$ cat config.mk
export PLATFORM = sky130hd
export DESIGN_NAME = cascaded_alu_seq_flat
export DESIGN_NICKNAME = d
export VERILOG_FILES = /design/src/rtl/cascaded_alu_seq_if.sv /design/src/rtl/cascaded_alu_seq.sv /design/src/flat_wrapper.sv
export SDC_FILE = /design/constraint.sdc
export NUM_CORES = 1
export LEC_CHECK = 0
export ABC_AREA = 0
export CAP_MARGIN = 20
export CORE_MARGIN = 3
export CORE_UTILIZATION = 65
export CTS_BUF_LIST = sky130_fd_sc_hd__clkbuf_8
export DETAILED_ROUTE_END_ITERATION = 10
export PLACE_DENSITY = 0.95
export SYNTH_ARGS = -nofsm -noshare
export SYNTH_HDL_FRONTEND = slang
export SYNTH_SLANG_ARGS = --single-unit
$ cat constraint.sdc
create_clock -name clk -period 17.1 [get_ports clk]
set_clock_uncertainty 0.1 [all_clocks]
set_input_delay 3.42 -clock clk [delete_from_list [all_inputs] [get_ports clk]]
set_output_delay 3.42 -clock clk [all_outputs]
set_load 0.02 [all_outputs]
$ cat src/rtl/cascaded_alu_seq_if.sv
// Operation interface for the cascaded ALU: request/operands from the
// master, ready/completion/result back from the slave (the datapath).
interface cascaded_alu_seq_if #(
  parameter int DATA_WIDTH = 16,
  parameter int NUM_STAGES = 2
);
  logic                      start_op;
  logic [DATA_WIDTH-1:0]     A;
  logic [DATA_WIDTH-1:0]     B;
  logic [3*NUM_STAGES-1:0]   op_vec;
  logic [NUM_STAGES-1:0]     bypass;
  logic                      ready;
  logic                      end_op;
  logic [2*DATA_WIDTH-1:0]   result;

  modport master (
    output start_op, A, B, op_vec, bypass,
    input  ready, end_op, result
  );

  modport slave (
    input  start_op, A, B, op_vec, bypass,
    output ready, end_op, result
  );
endinterface

$ cat src/rtl/cascaded_alu_seq.sv
// Sequential cascaded ALU: NUM_STAGES stages evaluated one after another
// on a single shared execution unit. Each stage consumes the halves of the
// previous stage's double-width result; multiplies take MUL_LATENCY cycles.
module cascaded_alu_seq #(
  parameter int DATA_WIDTH  = 16,
  parameter int NUM_STAGES  = 2,
  parameter int MUL_LATENCY = 3
) (
  input  logic               clk,
  input  logic               rst,
  cascaded_alu_seq_if.slave  bus
);
  localparam int RW   = 2 * DATA_WIDTH;
  localparam int OPW  = 3 * NUM_STAGES;
  localparam int CNTW = $clog2(MUL_LATENCY + 1);
  localparam int IDXW = $clog2(NUM_STAGES + 1);
  localparam logic [CNTW-1:0] CNT_LAST  = CNTW'(MUL_LATENCY - 1);
  localparam logic [IDXW-1:0] IDX_LAST  = IDXW'(NUM_STAGES - 1);
  localparam bit              MUL_MULTI = (MUL_LATENCY > 1);

  typedef enum logic [1:0] {
    IDLE,
    EXEC,
    MUL_WAIT
  } state_e;

  state_e                state_q, state_d;
  logic [IDXW-1:0]       idx_q, idx_d;
  logic [CNTW-1:0]       cnt_q, cnt_d;
  logic [DATA_WIDTH-1:0] a_q, a_d;
  logic [DATA_WIDTH-1:0] b_q, b_d;
  logic [OPW-1:0]        opVec_q, opVec_d;
  logic [NUM_STAGES-1:0] byp_q, byp_d;
  logic [RW-1:0]         result_q, result_d;
  logic                  end_q, end_d;

  logic [2:0]            curOp;
  logic                  curByp;
  logic [RW-1:0]         stageRes;
  logic                  advance;

  // Pick the op code and bypass bit belonging to the stage being executed
  always_comb begin
    curOp  = 3'b000;
    curByp = 1'b0;
    for (int s = 0; s < NUM_STAGES; s++) begin
      if (idx_q == IDXW'(s)) begin
        curOp  = opVec_q[3*s +: 3];
        curByp = byp_q[s];
      end
    end
  end

  // Shared execution unit: evaluates the current stage on the latched operands
  always_comb begin
    logic [RW-1:0] ea;
    logic [RW-1:0] eb;
    ea       = {{DATA_WIDTH{1'b0}}, a_q};
    eb       = {{DATA_WIDTH{1'b0}}, b_q};
    stageRes = '0;
    if (curByp) begin
      stageRes = {a_q, b_q};
    end else begin
      case (curOp)
        3'b000:  stageRes = ea * eb;
        3'b001:  stageRes = ea + eb;
        3'b010:  stageRes = ea - eb;
        3'b011:  stageRes = ea + eb + RW'(1);
        3'b100:  stageRes = ea | eb;
        3'b101:  stageRes = ea & eb;
        3'b110:  stageRes = ea ^ eb;
        default: stageRes = {~a_q, ~b_q};
      endcase
    end
  end

  // Next-state logic: accept, per-stage sequencing, multiply wait and completion
  always_comb begin
    state_d  = state_q;
    idx_d    = idx_q;
    cnt_d    = cnt_q;
    a_d      = a_q;
    b_d      = b_q;
    opVec_d  = opVec_q;
    byp_d    = byp_q;
    result_d = result_q;
    end_d    = 1'b0;
    advance  = 1'b0;

    case (state_q)
      IDLE: begin
        if (bus.start_op) begin
          a_d     = bus.A;
          b_d     = bus.B;
          opVec_d = bus.op_vec;
          byp_d   = bus.bypass;
          idx_d   = '0;
          cnt_d   = '0;
          state_d = EXEC;
        end
      end
      EXEC: begin
        if (!curByp && curOp == 3'b000 && MUL_MULTI) begin
          cnt_d   = CNTW'(1);
          state_d = MUL_WAIT;
        end else begin
          advance = 1'b1;
        end
      end
      MUL_WAIT: begin
        if (cnt_q == CNT_LAST) begin
          advance = 1'b1;
        end else begin
          cnt_d = cnt_q + CNTW'(1);
        end
      end
      default: state_d = IDLE;
    endcase

    if (advance) begin
      cnt_d = '0;
      if (idx_q == IDX_LAST) begin
        result_d = stageRes;
        end_d    = 1'b1;
        idx_d    = '0;
        state_d  = IDLE;
      end else begin
        a_d     = stageRes[RW-1:DATA_WIDTH];
        b_d     = stageRes[DATA_WIDTH-1:0];
        idx_d   = idx_q + IDXW'(1);
        state_d = EXEC;
      end
    end
  end

  // State and datapath registers; synchronous active-low reset drops any op
  always_ff @(posedge clk) begin
    if (!rst) begin
      state_q  <= IDLE;
      idx_q    <= '0;
      cnt_q    <= '0;
      a_q      <= '0;
      b_q      <= '0;
      opVec_q  <= '0;
      byp_q    <= '0;
      result_q <= '0;
      end_q    <= 1'b0;
    end else begin
      state_q  <= state_d;
      idx_q    <= idx_d;
      cnt_q    <= cnt_d;
      a_q      <= a_d;
      b_q      <= b_d;
      opVec_q  <= opVec_d;
      byp_q    <= byp_d;
      result_q <= result_d;
      end_q    <= end_d;
    end
  end

  assign bus.ready  = (state_q == IDLE);
  assign bus.end_op = end_q;
  assign bus.result = result_q;

endmodule

$ cat src/flat_wrapper.sv
// flat-port wrapper written by rule: the top's interface ports become plain ports
module cascaded_alu_seq_flat 
#(
  parameter int DATA_WIDTH  = 16,
  parameter int NUM_STAGES  = 2,
  parameter int MUL_LATENCY = 3
)
  (clk, rst, bus_start_op, bus_A, bus_B, bus_op_vec, bus_bypass, bus_ready, bus_end_op, bus_result);
  cascaded_alu_seq_if #(.DATA_WIDTH(DATA_WIDTH), .NUM_STAGES(NUM_STAGES)) bus_i ();
  input  logic clk;
  input  logic rst;
  input wire logic [$bits(bus_i.start_op)-1:0] bus_start_op;
  input wire logic [$bits(bus_i.A)-1:0] bus_A;
  input wire logic [$bits(bus_i.B)-1:0] bus_B;
  input wire logic [$bits(bus_i.op_vec)-1:0] bus_op_vec;
  input wire logic [$bits(bus_i.bypass)-1:0] bus_bypass;
  output wire logic [$bits(bus_i.ready)-1:0] bus_ready;
  output wire logic [$bits(bus_i.end_op)-1:0] bus_end_op;
  output wire logic [$bits(bus_i.result)-1:0] bus_result;
  assign bus_i.start_op = bus_start_op;
  assign bus_i.A = bus_A;
  assign bus_i.B = bus_B;
  assign bus_i.op_vec = bus_op_vec;
  assign bus_i.bypass = bus_bypass;
  assign bus_ready = bus_i.ready;
  assign bus_end_op = bus_i.end_op;
  assign bus_result = bus_i.result;
  cascaded_alu_seq #(.DATA_WIDTH(DATA_WIDTH), .NUM_STAGES(NUM_STAGES), .MUL_LATENCY(MUL_LATENCY)) u_core (.clk(clk), .rst(rst), .bus(bus_i));
endmodule
; Word level (Yosys, flattened, before mapping)
; Index checks and enable logic that the tools add are counted.
[totals]
regBits = 79
in_bits = 43
elab_cells = 82
[classes]
add_sub_neg = 5
n_mul = 1
n_eq_ne = 16
muxes = 30
bitwise_logic = 6
n_reduce_logical = 15
[op_table]
columns = cell, n
row1 = 32-bit one-hot mux with 7 select lines, 1
row2 = 16-bit 2-to-1 mux, 8
row3 = 32-bit by 1-bit adder with 32-bit output (second input constant), 1
row4 = 16-bit by 16-bit multiplier with 32-bit output, 1
row5 = 32-bit 2-to-1 mux, 1
row6 = 16-bit inverter, 2
row7 = 2-bit 2-to-1 mux, 9
row8 = 16-bit by 16-bit adder with 17-bit output, 1
row9 = 16-bit by 16-bit subtractor with 17-bit output, 1
row10 = 16-bit AND, 1
row11 = 16-bit OR, 1
row12 = 16-bit bitwise XOR, 1
row13 = 2-bit one-hot mux with 3 select lines, 2
row14 = 3-bit equality test (second input constant), 3
row15 = 2-bit AND reduction, 4
row16 = 3-bit by 2-bit equality test with 1-bit output (second input constant), 2
row17 = 1-bit 2-to-1 mux, 6
row18 = 3-bit 2-to-1 mux, 2
row19 = 2-bit by 1-bit adder with 2-bit output (second input constant), 2
row20 = 2-bit by 1-bit equality test with 1-bit output (second input constant), 2
row21 = 2-bit equality test (second input constant), 2
row22 = 2-bit zero test, 2
row23 = 2-bit by 1-bit != test with 1-bit output (second input constant), 2
row24 = 2-bit != test (second input constant), 2
row25 = 13 further kinds, 14

; Longest topological paths before layout
[logic_depth]
depth_word = 9
mapped_depth = 26
mapped_depth_nobuf = 24

; Worst setup path before layout
; Ideal clock, no wire load.
[synth_timing]
kind = flip-flop to flip-flop
from = register u_core.b_q[1]
to = register u_core.a_q[9]
setup_ns = 0.059
arrival_time_ns = 6.427
required_time_ns = 16.941
setup_slack_ns = 10.514
path_stages_with_launch = 22
cell_sequence = dfxtp_1 -> clkbuf_1 -> nand2_1 -> fa_1 -> fa_1 -> inv_1 -> fa_1 -> fa_1 -> fa_1 -> inv_1 -> fa_1 -> inv_1 -> ha_1 -> clkbuf_1 -> a2111o_1 -> a41oi_1 -> a2111oi_0 -> or3_1 -> a31oi_1 -> mux2_2 -> a221oi_1 -> o211a_1
[synth_between]
elab_chain_len = 6
elab_cells_between_ends = 8
[synth_lines]
columns = item, line
row1 = start: declaration, cascaded_alu_seq.sv:31  ; logic [DATA_WIDTH-1:0] b_q, b_d;
row2 = start signal: assignment, cascaded_alu_seq.sv:143  ; b_q <= '0;
row3 = start signal: assignment, cascaded_alu_seq.sv:153  ; b_q <= b_d;
row4 = 16-bit by 16-bit adder with 17-bit output, cascaded_alu_seq.sv:68  ; 3'b011: stageRes = ea + eb + RW'(1);
row5 = 32-bit by 1-bit adder with 32-bit output, cascaded_alu_seq.sv:68
row6 = 32-bit one-hot mux with 7 select lines (*), cascaded_alu_seq.sv:64  ; case (curOp)
row7 = 32-bit 2-to-1 mux (*), cascaded_alu_seq.sv:61  ; if (curByp) begin
row8 = 16-bit 2-to-1 mux (*), cascaded_alu_seq.sv:122  ; if (idx_q == IDX_LAST) begin
row9 = 16-bit 2-to-1 mux (*), cascaded_alu_seq.sv:120  ; if (advance) begin
row10 = end signal: assignment, cascaded_alu_seq.sv:142  ; a_q <= '0;
row11 = end signal: assignment, cascaded_alu_seq.sv:152  ; a_q <= a_d;
row12 = end: declaration, cascaded_alu_seq.sv:30  ; logic [DATA_WIDTH-1:0] a_q, a_d;
; Mark *: on every way between the ends. The rest lies on a longest branch, timed or not.
; A chain may end at the register's enable or synchronous reset.

; Final worst setup path
[layout_timing]
from = register u_core.a_q[6]
to = register u_core.result_q[31] (netlist: u_core.bus.result[31])
[layout_between]
elab_chain_len = 4
elab_cells_between_ends = 6
[layout_lines]
columns = item, line
row1 = 16-bit by 16-bit adder with 17-bit output, cascaded_alu_seq.sv:68
row2 = 32-bit by 1-bit adder with 32-bit output, cascaded_alu_seq.sv:68
row3 = 32-bit one-hot mux with 7 select lines (*), cascaded_alu_seq.sv:64
row4 = 32-bit 2-to-1 mux (*), cascaded_alu_seq.sv:61
row5 = end signal: assignment, cascaded_alu_seq.sv:156  ; result_q <= result_d;
row6 = end: declaration, cascaded_alu_seq.sv:34  ; logic [RW-1:0] result_q, result_d;
; Marked as above.

==> flow_metrics.env <==
export IMPL_r2r_slack_ns=9.01
export IMPL_drt_pass1_iterations=10
export IMPL_dp_slack_ns=9.46
export IMPL_startpoint="u_core.a_q[6]$_SDFF_PN0_"
export IMPL_die_h_um=159
export IMPL_regToRegStartpoint="u_core.a_q[6]$_SDFF_PN0_"
export IMPL_grt_pass1_wl_um=86100
export IMPL_crit_chain="clkinv_1, nor2_1, fa_1, inv_1, fa_1, fa_1, inv_1, ha_1, fa_1, inv_1, fa_1, inv_1, ha_1, nand2_1, o21ai_0, nand3_1, a2111oi_0, o21ai_0, nand3b_1, nor3_1, a211oi_1, o211a_1"
export IMPL_drv_cap=0
export IMPL_tightest_slew_ns=1.02
export IMPL_final_common_cell="inv_1"
export IMPL_ir_drop_mv=0.0775
export IMPL_fin_ws_ns=9.01
export IMPL_diodes=0
export IMPL_avgSynthCellArea_um2=7.77
export IMPL_cts_sinks=79
export IMPL_viasPerCell=6.82
export IMPL_crit_path_end_kind="flop"
export IMPL_grt_max_degree=64
export IMPL_postSynthNetCount=2362
export IMPL_power_density_nw_per_um2=117
export IMPL_nNetsFinal=2350
export IMPL_yosysSeqAreaShare_pct=10.4
export IMPL_netlist_instances=1966
export IMPL_setup_tns_ns=0
export IMPL_period_share_pct=47.3
export IMPL_cts_resized=0
export IMPL_crit_path_max_fanout=13
export IMPL_cp_data_required_time_ns=17.33
export IMPL_grt_overflow_total=0
export IMPL_vias=15500
export IMPL_row_count=55
export IMPL_hpwl_um=42500
export IMPL_io_pins=77
export IMPL_antenna_found_initial=0
export IMPL_utilization_pct=71.1
export IMPL_outcome="completed"
export IMPL_core_area_um2=22800
export IMPL_synth_edff_count=0
export IMPL_final_cell_mix="inv_1 (275), nand2_1 (245), nor2_1 (205)"
export IMPL_power_leakage_nw=7.37
export IMPL_ant_nets=0
export IMPL_area_growth_pct=6.33
export IMPL_clk_pin_slew_ns=0.09
export IMPL_path_common_cell="fa_1"
export IMPL_cp_start_kind="flop"
export IMPL_reg2reg_depth=22
export IMPL_final_setup_viol_count=0
export IMPL_drc=0
export IMPL_synth_warnings=0
export IMPL_min_period_ns=8.09
export IMPL_dieArea_um2=25400
export IMPL_ys_ff_latch=79
export IMPL_crit_end="u_core.bus.result[31]$_SDFFE_PN0P_"
export IMPL_hold_class="flop to flop"
export IMPL_maxSlewViolCount=0
export IMPL_synth_flop_cell="dfxtp_1"
export IMPL_ys_async_sr_fraction_pct=0
export IMPL_initial_core_util_pct=66.8
export IMPL_first_iter_violations=2416
export IMPL_clk_latency_ns=0.38
export IMPL_die_width_um=159
export IMPL_cpPeakStageDelay_ns=0.91
export IMPL_numCtsBuffers=9
export IMPL_gr_usage_all_layers_pct=43.4
export IMPL_cp_arrival_ns=8.32
export IMPL_crit_type="flop to flop"
export IMPL_cts_tree="built"
export IMPL_synth_area_um2=15300
export IMPL_fmax_ghz=0.124
export IMPL_r2r_end="u_core.bus.result[31]$_SDFFE_PN0P_"
export IMPL_htree_levels=3
export IMPL_ctsRootBufferMaster="clkbuf_8"
export IMPL_gp_congestion=1.04
export IMPL_yosysUniqueCellTypes=82
export IMPL_cts_buffer_depth=2
export IMPL_hold_slack_ns=0.363
export IMPL_port_buffers=76
export IMPL_wirelength_um=55400
export IMPL_postCtsHoldBufs=0
export IMPL_hold_viol=0
export IMPL_cts_setup_buffers=0
export IMPL_detail_route_wl_per_cell_um=24.4
export IMPL_slowest_stage="a2111oi_0"
export IMPL_rsz0062_at_grt="no"
export IMPL_layout_drive_gt1_share_pct=3.47
export IMPL_grt_pass1_vias=15400
export IMPL_max_slew_margin_pct=30.6
## area by class of cell
| class | count | area (µm²) |
|---|---|---|
| multi-input combinational | 1483 | 12100 |
| fill | 1886 | 6610 |
| sequential | 79 | 1580 |
| inverter | 287 | 1080 |
| timing repair buffer | 94 | 888 |
| tap | 313 | 392 |
| clock buffer | 10 | 138 |
| clock inverter | 5 | 41.3 |
## critical path: cells and delay by family (launching register included)
kind                       cells  cell delay (ns)
AOI/OAI and AO/OA              5             2.33
adders and majority gates      7             3.04
buffers and inverters          5             0.86
DFF                            1             0.80
and+or+nand+nor                5             0.88
## logic make-up (layout without fill, tap and decap cells)
group	Yosys count	after routing	synth area share (%)
AO/OA/AOI/OAI	462	462	19.8
AND/OR/NAND/NOR	611	611	17.5
adder cells (fa/ha/maj)	353	353	38.6
multiplexers	11	11	0.729
XOR/XNOR	46	46	2.64
buffers and inverters	404	396	10.4
flip-flops	79	79	10.4
## state kept, by name, summed over array words and instances, names as in the netlist
| name | cells |
|---|---|
| u_core.a_q | 16 |
| u_core.b_q | 16 |
| u_core.bus.end_op | 1 |
| u_core.bus.result | 32 |
| u_core.byp_q | 2 |
| u_core.cnt_q | 2 |
| u_core.idx_q | 2 |
| u_core.opVec_q | 6 |
| u_core.state_q | 2 |
## synth_stat cells (15+ instances only)
library cell / instances / area share [%]
o221ai_1: 23 / 1.3
nor3_1: 30 / 0.98
nand2_1: 245 / 6.0
xnor2_1: 32 / 1.8
fa_1: 196 / 26
inv_1: 275 / 6.8
a21oi_1: 127 / 4.2
nand3_1: 34 / 1.1
o211ai_1: 17 / 0.84
o21ai_0: 114 / 3.7
ha_1: 157 / 13
a211oi_1: 20 / 0.98
clkbuf_1: 85 / 2.1
a21o_1: 17 / 0.84
nor2_1: 207 / 5.1
dfxtp_1: 79 / 10
and3_1: 15 / 0.61
## per-stage QoR
step                instance area (µm²)  total power, W  instances
CTS                               16200         0.00183       2270
detailed placement                16100         0.00168       2255
global placement                  16100         0.00165       2255
global route                      16200         0.00201       2271
floorplan                         15300         0.00124       1966
finish                            16200         0.00189       2271
## report_power, final
group	internal (W)	switching (W)	total, W
Combinational	0.000486	0.000969	0.00146
Sequential	0.000209	0.0000910	0.000300
Clock	0.0000572	0.0000808	0.000138
## how the worst min path moves through the flow
stage	start	to	slack [ns]	depth (start not counted)
after floorplan	u_core.cnt_q[1]$_SDFFE_PP0P_	u_core.cnt_q[1]$_SDFFE_PP0P_	0.33	2
after global placement	u_core.cnt_q[0]$_SDFFE_PP0P_	u_core.cnt_q[0]$_SDFFE_PP0P_	0.34	2
after detailed placement	u_core.opVec_q[1]$_SDFFE_PN0P_	u_core.opVec_q[1]$_SDFFE_PN0P_	0.35	2
after CTS	u_core.opVec_q[1]$_SDFFE_PN0P_	u_core.opVec_q[1]$_SDFFE_PN0P_	0.36	2
after global routing	u_core.opVec_q[1]$_SDFFE_PN0P_	u_core.opVec_q[1]$_SDFFE_PN0P_	0.38	2
final	u_core.opVec_q[1]$_SDFFE_PN0P_	u_core.opVec_q[1]$_SDFFE_PN0P_	0.36	2
## per-layer routing
layer | part of all wire (%) | GRT usage [%] | routed length, µm
met1 | 35 | 55.6 | 19300
met2 | 44 | 67.0 | 24300
met3 | 13 | 9.39 | 7260
met4 | 8.3 | 27.4 | 4580
met5 | 0 | 0 | 0
No activity file was read; power rests on OpenSTA's default activity.
